<file path="src/rtl/pipe_io_unit_if.sv">
// ---------------------------------------------------------------------------
// pipe_io_unit_if
// MEM-stage data bus as seen by the memory-mapped I/O peripheral.
//   we      store strobe (mwmem)
//   addr    byte address (malu)
//   wdata   store data (mb)
//   rdata   load data returned to the MEM/WB path
//   io_sel  address falls inside the I/O window
// master: pipeline side (drives we/addr/wdata)
// slave : peripheral side (drives rdata/io_sel)
// ---------------------------------------------------------------------------
`timescale 1ns/1ps

interface pipe_io_unit_if;
    logic        we;
    logic [31:0] addr;
    logic [31:0] wdata;
    logic [31:0] rdata;
    logic        io_sel;

    modport master (
        output we,
        output addr,
        output wdata,
        input  rdata,
        input  io_sel
    );

    modport slave (
        input  we,
        input  addr,
        input  wdata,
        output rdata,
        output io_sel
    );
endinterface

</file>
<file path="src/rtl/pipe_io_unit.sv">
// ---------------------------------------------------------------------------
// pipe_io_unit
// Memory-mapped I/O peripheral sitting beside the data RAM in the MEM stage.
// A 16-byte window at IO_BASE holds four word registers:
//   off 0  SW    RO  debounced switches, zero-extended
//   off 1  HEX   RW  six hex digits in bits [23:0]
//   off 2  CNT   RO  free-running 32-bit cycle counter
//   off 3  CTRL  RW  bit0 RUN, bit1 CLR (write-one, reads 0), bit2 CHG (W1C)
// Ports
//   clock        system clock, rising edge
//   reset        asynchronous, active-high
//   bus          slave side of the MEM-stage data bus
//   sw           raw asynchronous switch inputs
//   hex0..hex5   hex digit outputs, hexN = HEX[4N+3:4N]
// Reads are purely combinational so pipeline stalls and replays cannot
// disturb any state.
// ---------------------------------------------------------------------------
`timescale 1ns/1ps

module pipe_io_unit #(
    parameter logic [31:0] IO_BASE  = 32'h0000_0080,
    parameter int          DEBOUNCE = 4,
    parameter int          SW_W     = 10
) (
    input  logic             clock,
    input  logic             reset,
    pipe_io_unit_if.slave    bus,
    input  logic [SW_W-1:0]  sw,
    output logic [3:0]       hex0,
    output logic [3:0]       hex1,
    output logic [3:0]       hex2,
    output logic [3:0]       hex3,
    output logic [3:0]       hex4,
    output logic [3:0]       hex5
);

    // Elaboration-time sanity on parameters.
    if (DEBOUNCE < 1 || DEBOUNCE > 255) begin : g_bad_debounce
        $error("pipe_io_unit: DEBOUNCE must be 1..255");
    end
    if (SW_W < 1 || SW_W > 16) begin : g_bad_sw_w
        $error("pipe_io_unit: SW_W must be 1..16");
    end
    if (IO_BASE[3:0] != 4'h0) begin : g_bad_base
        $error("pipe_io_unit: IO_BASE must be 16-byte aligned");
    end

    localparam logic [1:0] OFF_SW   = 2'd0;
    localparam logic [1:0] OFF_HEX  = 2'd1;
    localparam logic [1:0] OFF_CNT  = 2'd2;
    localparam logic [1:0] OFF_CTRL = 2'd3;

    localparam logic [7:0] DC_LAST = 8'(DEBOUNCE - 1);

    // ------------------------------------------------------------------
    // Address decode
    // ------------------------------------------------------------------
    logic [1:0] off;
    logic       sel;
    logic       wr_hex;
    logic       wr_ctrl;

    assign sel     = (bus.addr[31:4] == IO_BASE[31:4]);
    assign off     = bus.addr[3:2];
    assign wr_hex  = bus.we && sel && (off == OFF_HEX);
    assign wr_ctrl = bus.we && sel && (off == OFF_CTRL);

    assign bus.io_sel = sel;

    // Byte offset bits and the top store byte have no destination.
    logic unused_bits;
    assign unused_bits = ^{bus.addr[1:0], bus.wdata[31:24]};

    // ------------------------------------------------------------------
    // Switch path: two-flop synchroniser followed by a consecutive-cycle
    // debounce counter. Any cycle where the synchronised value matches the
    // held value restarts the count, so a bounce back mid-count is lost.
    // ------------------------------------------------------------------
    logic [SW_W-1:0] sw_s1;
    logic [SW_W-1:0] sw_s2;
    logic [SW_W-1:0] sw_db;
    logic [7:0]      dc;
    logic            db_done;

    assign db_done = (sw_s2 != sw_db) && (dc == DC_LAST);

    always_ff @(posedge clock or posedge reset) begin
        if (reset) begin
            sw_s1 <= '0;
            sw_s2 <= '0;
        end else begin
            sw_s1 <= sw;
            sw_s2 <= sw_s1;
        end
    end

    always_ff @(posedge clock or posedge reset) begin
        if (reset) begin
            sw_db <= '0;
            dc    <= '0;
        end else if (sw_s2 == sw_db) begin
            dc <= '0;
        end else if (db_done) begin
            sw_db <= sw_s2;
            dc    <= '0;
        end else begin
            dc <= dc + 8'd1;
        end
    end

    // ------------------------------------------------------------------
    // HEX display register
    // ------------------------------------------------------------------
    logic [23:0] hex_r;

    always_ff @(posedge clock or posedge reset) begin
        if (reset) begin
            hex_r <= '0;
        end else if (wr_hex) begin
            hex_r <= bus.wdata[23:0];
        end
    end

    assign hex0 = hex_r[3:0];
    assign hex1 = hex_r[7:4];
    assign hex2 = hex_r[11:8];
    assign hex3 = hex_r[15:12];
    assign hex4 = hex_r[19:16];
    assign hex5 = hex_r[23:20];

    // ------------------------------------------------------------------
    // CTRL: RUN is a plain RW bit. CHG is set by a debounce update and
    // cleared by writing 1; if both happen on one edge the set wins so a
    // switch change is never silently dropped.
    // ------------------------------------------------------------------
    logic run;
    logic chg;

    always_ff @(posedge clock or posedge reset) begin
        if (reset) begin
            run <= 1'b1;
        end else if (wr_ctrl) begin
            run <= bus.wdata[0];
        end
    end

    always_ff @(posedge clock or posedge reset) begin
        if (reset) begin
            chg <= 1'b0;
        end else if (db_done) begin
            chg <= 1'b1;
        end else if (wr_ctrl && bus.wdata[2]) begin
            chg <= 1'b0;
        end
    end

    // ------------------------------------------------------------------
    // Cycle counter. Increments on the registered RUN value; a CLR write
    // takes precedence over the increment on that edge. Wraps silently.
    // ------------------------------------------------------------------
    logic [31:0] cnt;

    always_ff @(posedge clock or posedge reset) begin
        if (reset) begin
            cnt <= '0;
        end else if (wr_ctrl && bus.wdata[1]) begin
            cnt <= '0;
        end else if (run) begin
            cnt <= cnt + 32'd1;
        end
    end

    // ------------------------------------------------------------------
    // Read mux: zero outside the window.
    // ------------------------------------------------------------------
    always_comb begin
        bus.rdata = '0;
        if (sel) begin
            case (off)
                OFF_SW:   bus.rdata[SW_W-1:0] = sw_db;
                OFF_HEX:  bus.rdata[23:0]     = hex_r;
                OFF_CNT:  bus.rdata           = cnt;
                OFF_CTRL: bus.rdata[2:0]      = {chg, 1'b0, run};
                default:  bus.rdata           = '0;
            endcase
        end
    end

endmodule
</file>
<file path="src/flat_wrapper.sv">
// flat-port wrapper written by rule: the top's interface ports become plain ports
module pipe_io_unit_flat 
#(
    parameter logic [31:0] IO_BASE  = 32'h0000_0080,
    parameter int          DEBOUNCE = 4,
    parameter int          SW_W     = 10
)
  (clock, reset, sw, hex0, hex1, hex2, hex3, hex4, hex5, bus_we, bus_addr, bus_wdata, bus_rdata, bus_io_sel);
  pipe_io_unit_if bus_i ();
  input  logic clock;
  input  logic reset;
  input  logic [SW_W-1:0] sw;
  output logic [3:0] hex0;
  output logic [3:0] hex1;
  output logic [3:0] hex2;
  output logic [3:0] hex3;
  output logic [3:0] hex4;
  output logic [3:0] hex5;
  input wire logic [$bits(bus_i.we)-1:0] bus_we;
  input wire logic [$bits(bus_i.addr)-1:0] bus_addr;
  input wire logic [$bits(bus_i.wdata)-1:0] bus_wdata;
  output wire logic [$bits(bus_i.rdata)-1:0] bus_rdata;
  output wire logic [$bits(bus_i.io_sel)-1:0] bus_io_sel;
  assign bus_i.we = bus_we;
  assign bus_i.addr = bus_addr;
  assign bus_i.wdata = bus_wdata;
  assign bus_rdata = bus_i.rdata;
  assign bus_io_sel = bus_i.io_sel;
  pipe_io_unit #(.IO_BASE(IO_BASE), .DEBOUNCE(DEBOUNCE), .SW_W(SW_W)) u_core (.clock(clock), .reset(reset), .bus(bus_i), .sw(sw), .hex0(hex0), .hex1(hex1), .hex2(hex2), .hex3(hex3), .hex4(hex4), .hex5(hex5));
endmodule
</file>
<file path="config.mk">
export PLATFORM = sky130hd
export DESIGN_NAME = pipe_io_unit_flat
export DESIGN_NICKNAME = d
export VERILOG_FILES = /design/src/rtl/pipe_io_unit_if.sv /design/src/rtl/pipe_io_unit.sv /design/src/flat_wrapper.sv
export SDC_FILE = /design/constraint.sdc
export NUM_CORES = 1
export LEC_CHECK = 0
export CAP_MARGIN = 25
export CORE_MARGIN = 1.5
export CORE_UTILIZATION = 48
export DETAILED_ROUTE_END_ITERATION = 6
export PLACE_DENSITY = 0.89
export SLEW_MARGIN = 5
export SYNTH_ARGS = -nofsm -noshare
export SYNTH_HDL_FRONTEND = slang
export SYNTH_SLANG_ARGS = --single-unit
</file>
<file path="constraint.sdc">
create_clock -name clock -period 4.33 [get_ports clock]
set_input_delay 1.299 -clock clock [delete_from_list [all_inputs] [get_ports clock]]
set_output_delay 1.299 -clock clock [all_outputs]
set_load 0.02 [all_outputs]
</file>
==> summary.md, run 1 <==
The flow ran to the end, and the final reports show no timing, DRC or antenna violations. Flip-flop and latch count after synthesis: 96. Counting flops with a built-in enable in the synthesized netlist gives 0. The share of total power dissipated in the clock network is 30.4%. The number of buffers created by CTS was 9; the ratio of cells with drive above 1 in the final layout was 23.8%. At the pin with the least slew margin, the transition time is 0.899 ns. Across the VDD grid, the largest voltage drop is 240 uV. The worst hold margin is 0.357 ns. For this design the static power due to leakage is 3.09 nW.

The post-synthesis average cell area came out at 11.0 um2. Depth of the CTS H-tree: 3. In the synthesized netlist the dominant register cell turns out to be sky130_fd_sc_hd__dfrtp_1. Sequential cells were found to cover 50.7% of the synthesized design area. By area the synthesized netlist is led by sky130_fd_sc_hd__dfrtp_1 (50%), sky130_fd_sc_hd__mux2_1 (4.8%), sky130_fd_sc_hd__mux2_2 (3.6%), sky130_fd_sc_hd__xnor2_1 (3.3%), sky130_fd_sc_hd__nor2_1 (2.9%). Once placement completed, the tool counted placed cells totaling 688. The worst setup path is launched from an input port. Tracing the worst setup path back leads to its startpoint at bus_addr[8]. The completed layout was analyzed and its total power is 1.97 mW. The tree is rooted in a sky130_fd_sc_hd__clkbuf_8.

Cells fill 70.0% of the core in the end. The signal on the critical path passes through clkdlybuf4s50_1 -> nor4_2 -> nand4_2 -> or3_4 -> buf_12 -> nor2_1 -> buf_4. The switching part of the total power was 27.9%; the number of inserted filler cells in the final layout was 675.

For the total clock sinks, the log shows 96. The clock-pin transition on the worst setup and hold timing paths works out to 0.09 ns. Of the available clock period, the critical path in the final layout requires 99.9%. sky130_fd_sc_hd__dfrtp_1 is the most common cell in the netlist. The kind of cell with the highest combined delay along the critical path is simple AND/OR/NAND/NOR gates. Relative to the synthesized area, the layout overhead comes to 43.1%. The worst min-delay path category was reg2reg. The routed wire length per instance is 19.4 um.

During I/O placement, the number of pins put on the boundary was 134. The initial antenna violation count is 0, and the buffering stage count on the worst path with inverters included is 3. Yosys printed 0 warnings. The starting density of the core is 48.9%, and the number of endpoints failing setup at the final stage is 0. The run gives 39.6% as the normalized max-slew margin. The die covers 0.0105 mm2.

The routed wire length is 13.9 mm, and the net load switching power is 0.549 mW. The fraction of registers with async set or reset after synthesis works out to 100%. For the final routed database, the setup TNS stands at 0 ns. Using the TritonRoute via totals, the vias-per-cell ratio works out to 5.98. TritonCTS built the clock tree. OpenSTA, run right after detailed placement, puts the worst setup slack at -0.721 ns. After floorplanning, the core was divided into 36 placement rows. For the residual DRC count, the log shows 0. From left edge to right edge, the die measures 102 um. The netlist uses 45 different library cells.

In this run the cell area measured after placement is 0.00621 mm2. For the total number of vias, the log shows 4269. Data arrives at the worst endpoint at 3.02 ns. The remaining antenna violation count after routing was 0. The synthesized design spends more area on one cell type than any other, namely sky130_fd_sc_hd__dfrtp_1. The worst hold path begins at u_core.sw_s1[2]$_DFF_PP0_. Measured along the y axis, the die boundary spans 102 um.

In this design, the stage delay of the slowest critical-path cell is 0.47 ns. Counting I/O delays and the setup requirement, the final critical path takes 4.32 ns. The logs give 8.69 mm for the half-perimeter wire length after placement and 0.0101 ns for the worst clock skew. Final number of hold-violating endpoints: 0.

The maximum clock frequency is 0.231 GHz. Sequential cells account for 54.0% of the total power. The commonest cells after synthesis are sky130_fd_sc_hd__dfrtp_1 (95), sky130_fd_sc_hd__nor2_1 (36), sky130_fd_sc_hd__a21oi_1 (21).

Leaving out filler cells and counting taps, the final layout contains 714. The power per standard cell area works out to 290 mW/mm2. By startpoint and endpoint, the worst setup path is classified as in2out.

The logs give 15.6% for the relative contribution of combinational cells to total power and 0 for the number of diodes added for antenna fixing. The category of the worst setup path capture point was a primary output. The first TritonRoute pass finished after 5 iterations.

In this run, the number of DRC markers left after iteration 0 of detailed routing was 499. In this run the deepest clock path goes through 2 buffers. The clock reaches the later pin of the worst-skew pair after 0.37 ns. The first global-routing pass estimated 20.5 mm of wire. The total congestion overflow came out at 0.

At the worst endpoint, the required time is 3.03 ns. The overall fraction of global-route tracks in use came out at 25.4%. After the last flow step, the layout net total stands at 661. The logs give 82 for the pin count of the biggest net entering global routing and 0.00678 mm2 for the final instance area. Internal power comes to 1.42 mW. The count of buffers added on input and output ports is 123. The final weighted congestion of routability-driven global placement is 0.869. In this run the critical register-to-register path is launched from u_core.run$_DFFE_PP1P_. After synthesis the cells add up to 0.00474 mm2.

The number of global-route vias before repair was 4256. Along the worst path, the maximum fanout reaches 7. The share of synthesized area in the top cell type comes to 50.2%. The core region is 0.00968 mm2. The tools report the count of max-cap constraint violations as 0.

After technology mapping, the gate count stands at 431. The tools report the number of max-slew violations in the final report as 0. The cell with the biggest individual delay on the critical path was sky130_fd_sc_hd__or3_4. The worst path meets setup with 0.00633 ns of slack. The number of nets produced by synthesis came out at 516.
## power by group through the flow
stage | clock network [mW] | logic, mW | registers (mW)
after floorplan | 0 | 0.171 | 1.05
after CTS | 0.600 | 0.293 | 1.05
final | 0.598 | 0.307 | 1.06
after global placement | 0 | 0.266 | 1.06
after global routing | 0.636 | 0.334 | 1.07
after detailed placement | 0 | 0.281 | 1.07
## cells in the final DEF, fill, tap and decap left out, types with 3 or more instances in the layout
cell type | netlist | layout
sky130_fd_sc_hd__or3_1 | 6 | 5
sky130_fd_sc_hd__dfrtp_1 | 95 | 95
sky130_fd_sc_hd__o31ai_1 | 15 | 15
sky130_fd_sc_hd__clkinv_2 | 0 | 3
sky130_fd_sc_hd__nor3_4 | 1 | 8
sky130_fd_sc_hd__and2_1 | 4 | 4
sky130_fd_sc_hd__nand4_1 | 10 | 10
sky130_fd_sc_hd__and3_1 | 15 | 15
sky130_fd_sc_hd__nor4_2 | 2 | 4
sky130_fd_sc_hd__nor2_4 | 0 | 7
sky130_fd_sc_hd__nor3_1 | 14 | 7
sky130_fd_sc_hd__a22oi_1 | 15 | 15
sky130_fd_sc_hd__mux2_2 | 15 | 15
sky130_fd_sc_hd__nor2_2 | 0 | 5
sky130_fd_sc_hd__dlymetal6s2s_1 | 0 | 21
sky130_fd_sc_hd__ha_1 | 8 | 6
sky130_fd_sc_hd__nand2_1 | 17 | 17
sky130_fd_sc_hd__clkdlybuf4s50_1 | 0 | 66
sky130_fd_sc_hd__mux2_1 | 20 | 20
sky130_fd_sc_hd__o21ai_0 | 5 | 5
sky130_fd_sc_hd__clkbuf_8 | 0 | 9
sky130_fd_sc_hd__xnor2_1 | 18 | 18
sky130_fd_sc_hd__buf_2 | 8 | 9
sky130_fd_sc_hd__nor2_1 | 36 | 24
sky130_fd_sc_hd__nor4_1 | 10 | 5
sky130_fd_sc_hd__nor4_4 | 0 | 3
sky130_fd_sc_hd__nand3_1 | 18 | 17
sky130_fd_sc_hd__buf_12 | 0 | 3
sky130_fd_sc_hd__or4_1 | 15 | 15
sky130_fd_sc_hd__buf_6 | 3 | 16
sky130_fd_sc_hd__a21oi_1 | 21 | 21
sky130_fd_sc_hd__inv_1 | 9 | 7
sky130_fd_sc_hd__a222oi_1 | 9 | 9
sky130_fd_sc_hd__and4_1 | 4 | 4
sky130_fd_sc_hd__xor2_1 | 9 | 9
sky130_fd_sc_hd__buf_4 | 3 | 36
## area by class of cell
cell class / instances / area [um2] / share of cell area [%]
timing repair buffer: 157 / 1560 / 23.0
sequential: 96 / 2400 / 35.4
clock buffer: 10 / 128 / 1.88
tap: 133 / 166 / 2.45
inverter: 9 / 37.5 / 0.553
multi-input combinational: 303 / 2420 / 35.7
clock inverter: 6 / 66.3 / 0.978
## what timing repair did
action / in CTS / in global routing
setup endpoints to repair: 33 / 33
gates resized for setup: 200 / 59
gates cloned: 0 / 2
setup buffers: 3 / 5
hold buffers: 0 / 0
pin swaps: 14 / 16
## path summary, 6_finish.rpt
| path | to | slack (ns) | cells past startpoint |
|---|---|---|---|
| worst min-delay path | u_core.sw_s2[2]$_DFF_PP0_ | 0.36 | 0 |
| worst min register to register | u_core.sw_s2[2]$_DFF_PP0_ | 0.36 | 0 |
| max in group asynchronous | u_core.run$_DFFE_PP1P_ | 2.38 | 3 |
| worst max register to register | u_core.cnt[27]$_DFFE_PP0P_ | 1.99 | 4 |
| min in group asynchronous | u_core.hex_r[8]$_DFFE_PP0P_ | 1.20 | 2 |
| worst max-delay path | bus_rdata[22] | 0.006 | 7 |
## state kept, by name, summed over array words and instances (netlist names)
register / count
u_core.hex_r: 24
u_core.sw_s2: 10
u_core.chg: 1
u_core.cnt: 32
u_core.run: 1
u_core.sw_s1: 10
u_core.sw_db: 10
u_core.dc: 8
## worst reg2reg max path, stage by stage, from the launching register on
cell                       delay [ns]
sky130_fd_sc_hd__dfstp_2         0.66
sky130_fd_sc_hd__nand3_1         0.24
sky130_fd_sc_hd__nand4b_2        0.57
sky130_fd_sc_hd__or4_1           0.64
sky130_fd_sc_hd__a21oi_1         0.17
## cell families (layout without fill, tap and decap cells)
kind of cell / Yosys count / after routing / share of synthesized area [%]
buffers and inverters: 32 / 182 / 3.48
and+or+nand+nor: 162 / 162 / 19.9
DFF: 96 / 96 / 50.7
xor gates and xnor gates: 27 / 27 / 4.99
muxes: 37 / 37 / 8.74
adders and majority gates: 8 / 8 / 2.11
AOI/OAI and AO/OA: 69 / 69 / 10.1
## per-layer routing
metal / track usage, % / part of all wire (%) / up-vias
li1: - / - / 1903
met1: 32.0 / 39 / 2115
met2: 42.9 / 52 / 212
met3: 4.17 / 6.0 / 39
met4: 11.9 / 2.5 / 0
met5: 0 / 0 / -
Note: power is estimated with default switching activity, not from simulation.
==> inputs of run 2 (changes only) <==
--- a/config.mk
+++ b/config.mk
@@ -10,6 +10,7 @@
 export CORE_UTILIZATION = 48
 export DETAILED_ROUTE_END_ITERATION = 6
 export PLACE_DENSITY = 0.89
+export SKIP_CTS_REPAIR_TIMING = 1
 export SLEW_MARGIN = 5
 export SYNTH_ARGS = -nofsm -noshare
 export SYNTH_HDL_FRONTEND = slang
==> run 2 against run 1 <==
  * Critical path depth is the same
  * Flip-flop and latch count is the same
  * Final cell count shrank 0.98%
  * Core utilization shrank 0.43 points
  * Largest power group unchanged
==> summary.md, run 2 (synthesis results as in run 1) <==
The ratio of cells with drive above 1 in the final layout is 21.6% (-2.1 points). The area enclosed by the die boundary was 0.0105 mm2 (unchanged). The total met3 wirelength after detailed routing came out at 839 um (+1.2%). STA classifies the critical path endpoint as a primary output. The overall power is 1.95 mW (-0.99%), and the largest fanout of any net on the critical path is 7 (unchanged). The clock latency of the later-clocked register in the worst-skew pair was 0.37 ns (about the same); the final instance area was 0.00674 mm2 (-0.61%). The buffering stage count on the worst path with inverters included came out at 3 (unchanged).

The number of flip-flops under the largest register name came out at 32 (unchanged). For the number of inserted filler cells in the final layout, the log shows 658 (-2.5%). The tools report the detailed-route wire length on metal 1 as 4.96 mm (-8.6%). For the total number of vias, the log shows 4213 (-1.3%).

Worst min-delay path category: reg2reg. Relative to the synthesized area, the layout overhead comes to 42.2%. The slowest stage of the critical path is the sky130_fd_sc_hd__clkdlybuf4s50_1 cell. The power per standard cell area was 289 mW/mm2 (-0.39%); the number of diodes added for antenna fixing was 0 (unchanged). The number of cells after detailed placement came out at 688 (unchanged). The tools report the placement row count as 36 (unchanged). For the depth of the CTS H-tree, the log shows 3 (unchanged).

Kind of cell adding the most delay to the critical path: simple AND/OR/NAND/NOR gates. The chip height was 102 um (unchanged). The data required time of the worst path was 3.03 ns (about the same). Leaving out fill and tap cells, the most frequent cells in the layout are sky130_fd_sc_hd__dfrtp_1 (95), sky130_fd_sc_hd__clkdlybuf4s50_1 (68), sky130_fd_sc_hd__dlymetal6s2s_1 (29), sky130_fd_sc_hd__buf_4 (29), sky130_fd_sc_hd__nor2_1 (22). The tools report the area inside the core boundary as 0.00968 mm2 (unchanged). The tools report the type of origin of the critical path as an input port.

The buffer depth of the longest clock path is 2 (unchanged). The critical path is of the in2out type. The critical path goes through clkdlybuf4s50_1 -> nor4_4 -> nand3_2 -> or3_4 -> clkbuf_16 -> nor2_4 -> buf_6. The logs give 431 (-14%) for the number of design-rule violations left by the first detailed-router iteration and 8.69 mm (unchanged) for the half-perimeter wire length after placement.

The initial antenna violation count was 0 (unchanged); the number of cells on the worst hold path was 0 (unchanged). The first-pass GRT wire length is 19.6 mm (-4.5%), and the routed wire length is 13.0 mm (-6.2%). The final weighted congestion of routability-driven global placement came out at 0.869 (unchanged). In the final layout, the registers with the most flip-flops are u_core.cnt x32, u_core.hex_r x24.

The maximum single-stage delay on the critical path was 0.45 ns (-0.02 ns). The final number of hold-violating endpoints was 0 (unchanged). The quantity of I/O buffers inserted on ports works out to 123 (unchanged). The number of standard cells in the final layout excluding fillers was 707 (-0.98%); the normalized max-slew margin was 41.0% (+1.3 points). The detailed-router iteration count before antenna repair was 5 (unchanged); the period utilization was 99.8% (about the same). The number of endpoints failing setup at the final stage was 0 (unchanged); the overall fraction of global-route tracks in use was 24.2% (-1.3 points).

The worst clock skew was 0.0151 ns (+0.00505 ns). The worst reg2reg path depth came out at 4 (unchanged). Routed signal wires occupy layers up through met4. Total congestion overflow: 0 (unchanged). Counting flops per register, the top entry is u_core.cnt. The total I/O pin count is 134 (unchanged). The routed wire length per instance works out to 18.4 um (-5.3%). The die extent in x came out at 102 um (unchanged).

The tools report the worst voltage drop across the vdd grid as 237 uV (-1.2%). The flow ran to the end, and the final reports show no timing, DRC or antenna violations. The time the worst path needs with I/O delays and setup is 4.32 ns (-0.00275 ns).

Clock tree synthesis selected as its root buffer the cell sky130_fd_sc_hd__clkbuf_8. The logs give 0.00241 mm2 (-0.31%) for the multi-input gate area in the final layout and 4178 (-1.8%) for the number of global-route vias before repair. The starting density of the core came out at 48.9% (unchanged).

The run gives 0.231 GHz (about the same) as the maximum clock frequency. The tools report the area used by sequential logic in the layout as 0.00240 mm2 (unchanged). TritonCTS built the clock tree. The clock-pin transition on the worst setup and hold timing paths is 0.09 ns (about the same). For the final design utilization, the log shows 69.6% (-0.43 points). The commonest non-fill, non-tap cell in the layout was sky130_fd_sc_hd__dfrtp_1.

For the total clock sinks, the log shows 96 (unchanged). The path length in cells of the critical path was 7 (unchanged); the leakage power was 3.16 nW (+2.1%). The run gives 0 (unchanged) as the remaining antenna violation count after routing. The actual transition at the worst max-transition pin is 0.879 ns (-0.0200 ns), and the worst endpoint data arrival time is 3.02 ns (about the same). The logs give 0 (unchanged) for the residual DRC count and 6.85 mm (-5.7%) for the length of routed met2 wiring.

The count of max-cap constraint violations was 0 (unchanged); the final layout net count was 654 (-1.1%). The pin count of the biggest net entering global routing was 82 (unchanged); the number of max-slew violations in the final report was 0 (unchanged). The cell area after placement is 0.00621 mm2 (unchanged), and the vias per cell is 5.96 (-0.33%). The number of buffers created by CTS is 9 (unchanged).
[run 2: area by class of cell]
class | instances | share of cell area (%)
multi-input cells | 303 | 35.8
flip-flops and latches | 96 | 35.7
repair buffers | 150 | 22.7
well taps | 133 | 2.47
clock buffers | 10 | 1.89
clock inverters | 6 | 0.984
inverters | 9 | 0.520
[run 2: worst paths after layout]
kind                                            from                           end  slack [ns]
min reg2reg                u_core.sw_s1[2]$_DFF_PP0_     u_core.sw_s2[2]$_DFF_PP0_        0.36
max in group asynchronous                      reset        u_core.run$_DFFE_PP1P_        2.42
min                        u_core.sw_s1[2]$_DFF_PP0_     u_core.sw_s2[2]$_DFF_PP0_        0.36
max reg2reg                   u_core.run$_DFFE_PP1P_    u_core.cnt[25]$_DFFE_PP0P_        2.04
min in group asynchronous                      reset  u_core.hex_r[21]$_DFFE_PP0P_        1.20
max                                     bus_addr[27]                 bus_rdata[18]       0.009
[run 2: per-stage QoR]
stage / setup slack [ns] / hold slack, ns / TNS [ns]
2_1_floorplan: 0.168 / 0.331 / 0
6_report: 0.00908 / 0.356 / 0
4_1_cts: -0.727 / 0.356 / -20.67
5_1_grt: -0.0568 / 0.365 / -0.852
3_3_place_gp: -0.584 / 0.332 / -17.37
3_5_place_dp: -0.721 / 0.335 / -20.67
[run 2: where the power goes]
| part | switching (mW) | leakage (nW) | internal [mW] |
|---|---|---|---|
| combinational | 0.129 | 1.96 | 0.170 |
| sequential | 0.0787 | 1.10 | 0.977 |
| clock | 0.322 | 0.101 | 0.271 |
[run 2: worst register-to-register path, cell delays in order, from the launching register on]
cell and delay (ns):
sky130_fd_sc_hd__dfstp_2 0.65, sky130_fd_sc_hd__nand3_1 0.22, sky130_fd_sc_hd__nand4b_2 0.55, sky130_fd_sc_hd__or4_1 0.64, sky130_fd_sc_hd__a21oi_1 0.16
[run 2: metal layers]
metal	global-route usage (%)	up-vias
met3	3.76	36
li1	-	1881
met1	30.6	2077
met2	41.0	219
met5	0	-
met4	11.0	0
